**config.mk**
```make
export PLATFORM = sky130hd
export DESIGN_NAME = mips_mc_controller
export DESIGN_NICKNAME = d
export VERILOG_FILES = /design/src/rtl/mips_mc_controller.sv
export SDC_FILE = /design/constraint.sdc
export NUM_CORES = 1
export LEC_CHECK = 0
export ABC_AREA = 1
export CORE_AREA = 8 8 57 59
export CTS_BUF_LIST = sky130_fd_sc_hd__clkbuf_4
export DETAILED_ROUTE_END_ITERATION = 10
export DIE_AREA = 0 0 65 67
export PLACE_DENSITY = 0.8
export SLEW_MARGIN = 10
export SYNTH_ARGS = -nofsm -noshare
export SYNTH_HDL_FRONTEND = slang
export SYNTH_SLANG_ARGS = --single-unit
```
**constraint.sdc**
```tcl
create_clock -name clk -period 1.55 [get_ports clk]
set_input_delay 0.3875 -clock clk [delete_from_list [all_inputs] [get_ports clk]]
set_output_delay 0.3875 -clock clk [all_outputs]
set_load 0.01 [all_outputs]
```
**src/rtl/mips_mc_controller.sv**
```systemverilog
// Multi-cycle MIPS control FSM with a variable-latency memory handshake, a stall watchdog
// and a sticky halt on fault. Defining MIPS_MC_JAL_EN enables the JAL and JR states.
module mips_mc_controller #(
    parameter int unsigned WAIT_W  = 4,
    parameter int unsigned STATE_W = 4
) (
    input  logic               clk,
    input  logic               reset,
    input  logic [5:0]         op,
    input  logic [5:0]         funct,
    input  logic               zero,
    input  logic               mem_ready,
    output logic               mem_req,
    output logic               mem_we,
    output logic               iord,
    output logic               ir_we,
    output logic               pc_en,
    output logic               reg_we,
    output logic [1:0]         reg_dst,
    output logic [1:0]         wd_sel,
    output logic               alu_src_a,
    output logic [1:0]         alu_src_b,
    output logic [1:0]         pc_src,
    output logic [2:0]         alu_ctrl,
    output logic [STATE_W-1:0] dbg_state,
    output logic               illegal,
    output logic               timeout
);

    typedef enum logic [3:0] {
        StFetch  = 4'd0,
        StDecode = 4'd1,
        StMemAdr = 4'd2,
        StMemRd  = 4'd3,
        StMemWb  = 4'd4,
        StMemWr  = 4'd5,
        StExec   = 4'd6,
        StAluWb  = 4'd7,
        StBranch = 4'd8,
        StAddiEx = 4'd9,
        StAddiWb = 4'd10,
        StJump   = 4'd11,
        StJal    = 4'd12,
        StJr     = 4'd13,
        StHalt   = 4'd15
    } state_e;

    localparam logic [WAIT_W-1:0] WaitOne  = WAIT_W'(1);
    localparam logic [WAIT_W-1:0] WaitMax  = '1;
    localparam logic [WAIT_W-1:0] WaitLast = WaitMax - WaitOne;

    state_e            state_q, state_d;
    logic [WAIT_W-1:0] wait_q, wait_d;
    logic              illegal_q, illegal_d;
    logic              timeout_q, timeout_d;

    always_ff @(posedge clk or posedge reset) begin
        if (reset) begin
            state_q   <= StFetch;
            wait_q    <= '0;
            illegal_q <= 1'b0;
            timeout_q <= 1'b0;
        end else begin
            state_q   <= state_d;
            wait_q    <= wait_d;
            illegal_q <= illegal_d;
            timeout_q <= timeout_d;
        end
    end

    always_comb begin
        state_d   = state_q;
        wait_d    = '0;
        illegal_d = illegal_q;
        timeout_d = timeout_q;
        mem_req   = 1'b0;
        mem_we    = 1'b0;
        iord      = 1'b0;
        ir_we     = 1'b0;
        pc_en     = 1'b0;
        reg_we    = 1'b0;
        reg_dst   = 2'b00;
        wd_sel    = 2'b00;
        alu_src_a = 1'b0;
        alu_src_b = 2'b00;
        pc_src    = 2'b00;
        alu_ctrl  = 3'b000;

        case (state_q)
            StFetch: begin
                mem_req   = 1'b1;
                alu_src_b = 2'b01;
                alu_ctrl  = 3'b010;
                if (mem_ready) begin
                    ir_we   = 1'b1;
                    pc_en   = 1'b1;
                    state_d = StDecode;
                end
            end
            StDecode: begin
                alu_src_b = 2'b11;
                alu_ctrl  = 3'b010;
                case (op)
                    6'b000000: begin
                        if (funct == 6'b001000) begin
`ifdef MIPS_MC_JAL_EN
                            state_d = StJr;
`else
                            state_d   = StHalt;
                            illegal_d = 1'b1;
`endif
                        end else begin
                            state_d = StExec;
                        end
                    end
                    6'b100011, 6'b101011: state_d = StMemAdr;
                    6'b000100, 6'b000101: state_d = StBranch;
                    6'b001000:            state_d = StAddiEx;
                    6'b000010:            state_d = StJump;
`ifdef MIPS_MC_JAL_EN
                    6'b000011:            state_d = StJal;
`endif
                    default: begin
                        state_d   = StHalt;
                        illegal_d = 1'b1;
                    end
                endcase
            end
            StMemAdr: begin
                alu_src_a = 1'b1;
                alu_src_b = 2'b10;
                alu_ctrl  = 3'b010;
                state_d   = (op == 6'b101011) ? StMemWr : StMemRd;
            end
            StMemRd: begin
                mem_req = 1'b1;
                iord    = 1'b1;
                if (mem_ready) state_d = StMemWb;
            end
            StMemWb: begin
                wd_sel  = 2'b01;
                reg_we  = 1'b1;
                state_d = StFetch;
            end
            StMemWr: begin
                mem_req = 1'b1;
                mem_we  = 1'b1;
                iord    = 1'b1;
                if (mem_ready) state_d = StFetch;
            end
            StExec: begin
                alu_src_a = 1'b1;
                state_d   = StAluWb;
                case (funct)
                    6'b100000: alu_ctrl = 3'b010;
                    6'b100010: alu_ctrl = 3'b110;
                    6'b100100: alu_ctrl = 3'b000;
                    6'b100101: alu_ctrl = 3'b001;
                    6'b101010: alu_ctrl = 3'b111;
                    default: begin
                        state_d   = StHalt;
                        illegal_d = 1'b1;
                    end
                endcase
            end
            StAluWb: begin
                reg_dst = 2'b01;
                reg_we  = 1'b1;
                state_d = StFetch;
            end
            StBranch: begin
                alu_src_a = 1'b1;
                alu_ctrl  = 3'b110;
                pc_src    = 2'b01;
                // op[0] distinguishes bne from beq
                pc_en     = op[0] ? ~zero : zero;
                state_d   = StFetch;
            end
            StAddiEx: begin
                alu_src_a = 1'b1;
                alu_src_b = 2'b10;
                alu_ctrl  = 3'b010;
                state_d   = StAddiWb;
            end
            StAddiWb: begin
                reg_we  = 1'b1;
                state_d = StFetch;
            end
            StJump: begin
                pc_src  = 2'b10;
                pc_en   = 1'b1;
                state_d = StFetch;
            end
`ifdef MIPS_MC_JAL_EN
            StJal: begin
                pc_src  = 2'b10;
                pc_en   = 1'b1;
                reg_dst = 2'b10;
                wd_sel  = 2'b10;
                reg_we  = 1'b1;
                state_d = StFetch;
            end
            StJr: begin
                pc_src  = 2'b11;
                pc_en   = 1'b1;
                state_d = StFetch;
            end
`endif
            default: state_d = StHalt;
        endcase

        // Enables only fire with mem_ready, so a stall at the limit never issues a write.
        if (mem_req && !mem_ready) begin
            if (wait_q == WaitLast) begin
                state_d   = StHalt;
                timeout_d = 1'b1;
            end else begin
                wait_d = wait_q + WaitOne;
            end
        end

        if (reset) begin
            mem_req   = 1'b0;
            mem_we    = 1'b0;
            iord      = 1'b0;
            ir_we     = 1'b0;
            pc_en     = 1'b0;
            reg_we    = 1'b0;
            reg_dst   = 2'b00;
            wd_sel    = 2'b00;
            alu_src_a = 1'b0;
            alu_src_b = 2'b00;
            pc_src    = 2'b00;
            alu_ctrl  = 3'b010;
        end
    end

    assign dbg_state = reset ? '0 : STATE_W'(state_q);
    assign illegal   = illegal_q;
    assign timeout   = timeout_q;

endmodule

```
# ---- Yosys cells after proc, flatten, opt, wreduce, memory -nomap -nowiden
# Cells that the tools add are included.
dict set report totals {
  ff_bits 10
  in_bits 16
  output_inout_bits 24
  elab_cells 95
}
dict set report op_classes {
  addsub 1
  eq_ne 27
  n_mux 44
  bitwise 1
  n_reduce_logical 18
}
# op count
set ops {}
lappend ops {{$eq A6 B6 Y1 const B} 7}
lappend ops {{$mux W4} 10}
lappend ops {{$pmux W4 S8} 1}
lappend ops {{$eq A4 B4 Y1 const B} 5}
lappend ops {{$pmux W4 S5} 1}
lappend ops {{$mux W1} 19}
lappend ops {{$eq A4 B3 Y1 const B} 4}
lappend ops {{$eq A6 B3 Y1 const B} 2}
lappend ops {{$eq A6 B4 Y1 const B} 2}
lappend ops {{$pmux W3 S4} 1}
lappend ops {{$reduce_or A5 Y1} 2}
lappend ops {{$pmux W3 S3} 1}
lappend ops {{$eq A4 B2 Y1 const B} 2}
lappend ops {{$mux W2} 4}
lappend ops {{$reduce_or A2 Y1} 4}
lappend ops {{$reduce_or A4 Y1} 2}
lappend ops {{$eq A6 B2 Y1 const B} 1}
lappend ops {{$logic_not A6 Y1} 1}
lappend ops {{$mux W3} 2}
lappend ops {{$pmux W2 S3} 1}
lappend ops {{$reduce_or A3 Y1} 2}
lappend ops {{$reduce_or A6 Y1} 1}
lappend ops {{$add A4 B1 Y4 const B} 1}
lappend ops {{$eq A4 B1 Y1 const B} 1}
lappend ops {{other kinds (12)} 14}

# ---- Logic depth before layout (Yosys ltp)
dict set report depth {
  ltp_word 6
  ltp_mapped 9
}

# ---- Worst setup path after synthesis
# No wires, ideal clock.
dict set report synth_timing {
  path_type {in2out}
  start {in reset}
  end {out alu_ctrl[0]}
  t_arrival_ps 1291
  t_required_ps 1162
  path_slack_ps -128
  path_stages 5
  path_buffers 1
  cell_sequence {buf_2 nor2_1 nand3_1 nand3b_1 o22ai_1}
}
dict set report synth_via {
  elab_chain_len 1
}
# item line_no
set synth_rtl {}
lappend synth_rtl {{start: declaration} 8} ;# input logic reset,
lappend synth_rtl {{$mux W3} 222} ;# if (reset) begin
lappend synth_rtl {{end: declaration} 24} ;# output logic [2:0] alu_ctrl,
# Every way passes these cells.

# ---- Final worst setup path
dict set report layout_timing {
  start {reg state_q[0]}
  end {out alu_src_a}
}
dict set report layout_via {
  elab_chain_len 4
}
# item line_no
set layout_rtl {}
lappend layout_rtl {{start: declaration} 52} ;# state_e state_q, state_d;
lappend layout_rtl {{start signal: assignment} 59} ;# state_q <= StFetch;
lappend layout_rtl {{start signal: assignment} 64} ;# state_q <= state_d;
lappend layout_rtl {{$eq A4 B3 Y1, or another cell as far along} 89} ;# case (state_q)
lappend layout_rtl {{$reduce_or A4 Y1 (no line) (*)} n/a}
lappend layout_rtl {{$mux W1 (*)} 89}
lappend layout_rtl {{$mux W1 (*)} 222}
lappend layout_rtl {{end: declaration} 21} ;# output logic alu_src_a,
# Mark *: on every way between the ends. The rest lies on a longest branch, timed or not.

==> out/summary.txt <==
gr ovfl total -> 0
DPL Wire Length -> 2561 um
metal1 wirelength -> 1796 um
DR vias -> 1508
Seq. cell area -> 254.0 um2
highest routed layer -> met4
Hold Violations, Final -> 0
post-route clock skew -> 0.5696 ps
Final Cycle Share -> 1.275
Worst Setup EP -> alu_src_a
WHS -> 463.3 ps
post-route setup TNS -> -5017 ps
top post-synthesis cells by count -> nor2_1, inv_1, nand2_1, nand3_1, dfrtp_1
RSZ-0062 raised after global routing -> yes
internal reg-to-reg setup slack -> -20 ps
fin nets -> 286
CP Data Required Time -> 1160 ps
Worst-path clk slew -> 60 ps
Critical Path, Cell by Cell -> nor2_4, inv_2, nor2_4, inv_1, a31oi_1, buf_2
Synth area leader -> dfrtp_1
HP Start -> timeout$_DFFE_PP0P_
Post-route DRC -> 0
drt initial violations -> 70
htree depth -> 1
Routed WL per cell -> 15.34 um
Final Critical Period -> 1976 ps
mapped cell area -> 0.001030 mm2
max frequency -> 506.1 MHz
Critical R2R Capture -> state_q[0]$_DFF_PP0_
Synth area leaders -> dfrtp_1, nor2_1, inv_1
Port Buffers -> 37
run status -> finished, violations left
Pins Over Slew Limit -> 0
Root Buffer -> clkbuf_4
Syn Inst Count -> 179
crit path kind -> flip-flop to primary output
worst path bufs/invs -> 3
register area share after synthesis -> 0.2430
crit-path most repeated cell -> nor2_4
global-route wire length before repair -> 5796 um
Layout area overhead -> 95.75%
# fillers -> 124
Final Setup Violations -> 21
Worst setup EP type -> primary output
# IOs -> 40
largest net degree at the start of global routing -> 11
post-DR vias/cell -> 5.095
antenna cells -> 0
post-route ant nets -> 0
GPL Wtd Cong -> 0.8656
Ys Warns -> 0
Worst R2R Start -> state_q[0]$_DFF_PP0_
initial antenna violation count -> 0
Worst path top cell family by delay -> flip-flops
hold_buf cts -> 0
FF+latch count, synth -> 10
violated checks -> negative setup slack
Detail Route met3 WL -> 199 um
Most used DFF post-synth -> dfrtp_1
pre-CTS WS -> -801.5 ps
die height -> 67 um
top-count cell post-synth -> nor2_1
PD cells -> 288.7 mW/mm2
arrival time worst endpoint -> 1590 ps
final wirelength -> 4542 um
DRT Pass-1 Iters -> 4
Starting Density -> 0.4354
CP Launch Point -> state_q[0]$_DFF_PP0_
Die W -> 65 um
worst-path maximum fanout -> 4
Startpoint Class -> flip-flop
Area after DPL -> 0.001707 mm2
area of the multi-input gates -> 855.8 um2
Slowest-stage cell, CP -> dfrtp_2
final instance area -> 0.002016 mm2
Clock Latency Late Sink -> 260 ps
synth unique cells -> 28
total die area -> 0.004355 mm2
Core Rows -> 18
number of synthesized flops with an enable pin -> 0
post-layout util -> 0.8524
per-instance average area after synthesis -> 5.753 um2
worst vdd ir -> 0.6148 mV
Yosys top cell area share -> 0.2430
fraction of registers with async set/reset -> 1.000
slack of the critical path -> -426.0 ps
max_cap viols -> 0
fraction of layout cells with a size suffix above 1 -> 0.5263
Clock Tree Buf Depth -> 2
CTS Buf Count -> 3
vias in the first global route -> 1400
# clock sinks -> 10
Lkg Pwr -> 1.054 nW
wire length on met2 -> 2366 um
CTS tree -> done
All-Layer GR Usage -> 0.1641
worst min path class -> flip-flop to flip-flop
cell depth of the worst setup path -> 6
CORE AREA -> 0.002365 mm2
CP max stage delay -> 480 ps
r2r worst-path depth -> 10
[worst min path at each step]
| stage | end | slack [ps] | cells after the start |
|---|---|---|---|
| floorplan | illegal$_DFFE_PP0P_ | 430 | 2 |
| global placement | timeout$_DFFE_PP0P_ | 450 | 2 |
| detailed placement | illegal$_DFFE_PP0P_ | 460 | 2 |
| CTS | timeout$_DFFE_PP0P_ | 470 | 2 |
| global route | illegal$_DFFE_PP0P_ | 470 | 2 |
| finish | timeout$_DFFE_PP0P_ | 460 | 2 |
[final cells by class]
type                    count  area share
flip-flops and latches     10      0.1260
inverters                  37     0.07138
clock buffers               3     0.01117
multi-input cells         129      0.4246
repair buffers             87      0.3482
well taps                  30     0.01862
[logic make-up (layout without fill, tap and decap cells)]
| group | count (synthesis) | after routing | synth area share |
|---|---|---|---|
| AO/OA/AOI/OAI | 16 | 16 | 0.08506 |
| XOR/XNOR | 3 | 3 | 0.02552 |
| adder cells (fa/ha/maj) | 2 | 2 | 0.02430 |
| buffers and inverters | 41 | 127 | 0.1579 |
| flip-flops | 10 | 10 | 0.2430 |
| other | 1 | 2 | 0.003642 |
| AND/OR/NAND/NOR | 106 | 106 | 0.4605 |
[state kept, by name, indices dropped and copies added (netlist names)]
name / flops
timeout: 1
state_q: 4
illegal: 1
wait_q: 4
[worst min-delay path, stage by stage, from the launching register on]
cell     delay, ps
dfrtp_1        340
inv_1           40
nand2_1         50
[metrics by stage]
step                total power, mW  instances
finish                       0.5819        296
global route                 0.6175        296
CTS                          0.5751        290
detailed placement           0.4068        278
global placement             0.4055        278
floorplan                    0.3227        180
[routing by layer]
metal	vias to the layer above	global-route usage
met4	0	0.08174
met3	22	0.02517
met1	706	0.1615
li1	722	-
met5	-	0
met2	58	0.3242
[cell usage in the layout, fill, tap and decap left out, types with 9 or more instances in the layout]
master   synthesis  layout
buf_2            1      15
buf_4            2      42
buf_6            0      12
inv_1           34      23
inv_2            3      12
nand2_1         33      24
nand3_1         15      11
nor2_1          41      26
nor2_2           4       9
nor2_4           2      12
[power breakdown]
group	leakage [nW]	switching [mW]	total [mW]	internal (mW)
registers	0.107	0	0.261	0.261
logic	0.933	0.0818	0.153	0.0711
clock network	0.0138	0.0788	0.168	0.0892
total	1.05	0.161	0.582	0.421
[repair_timing]
| action | CTS | global route |
|---|---|---|
| buffers inserted | 9 | 7 |
| endpoints found under the setup margin | 21 | 25 |
| pin swaps | 10 | 16 |
| resized for setup | 111 | 72 |
No activity file was read; power rests on OpenSTA's default activity.
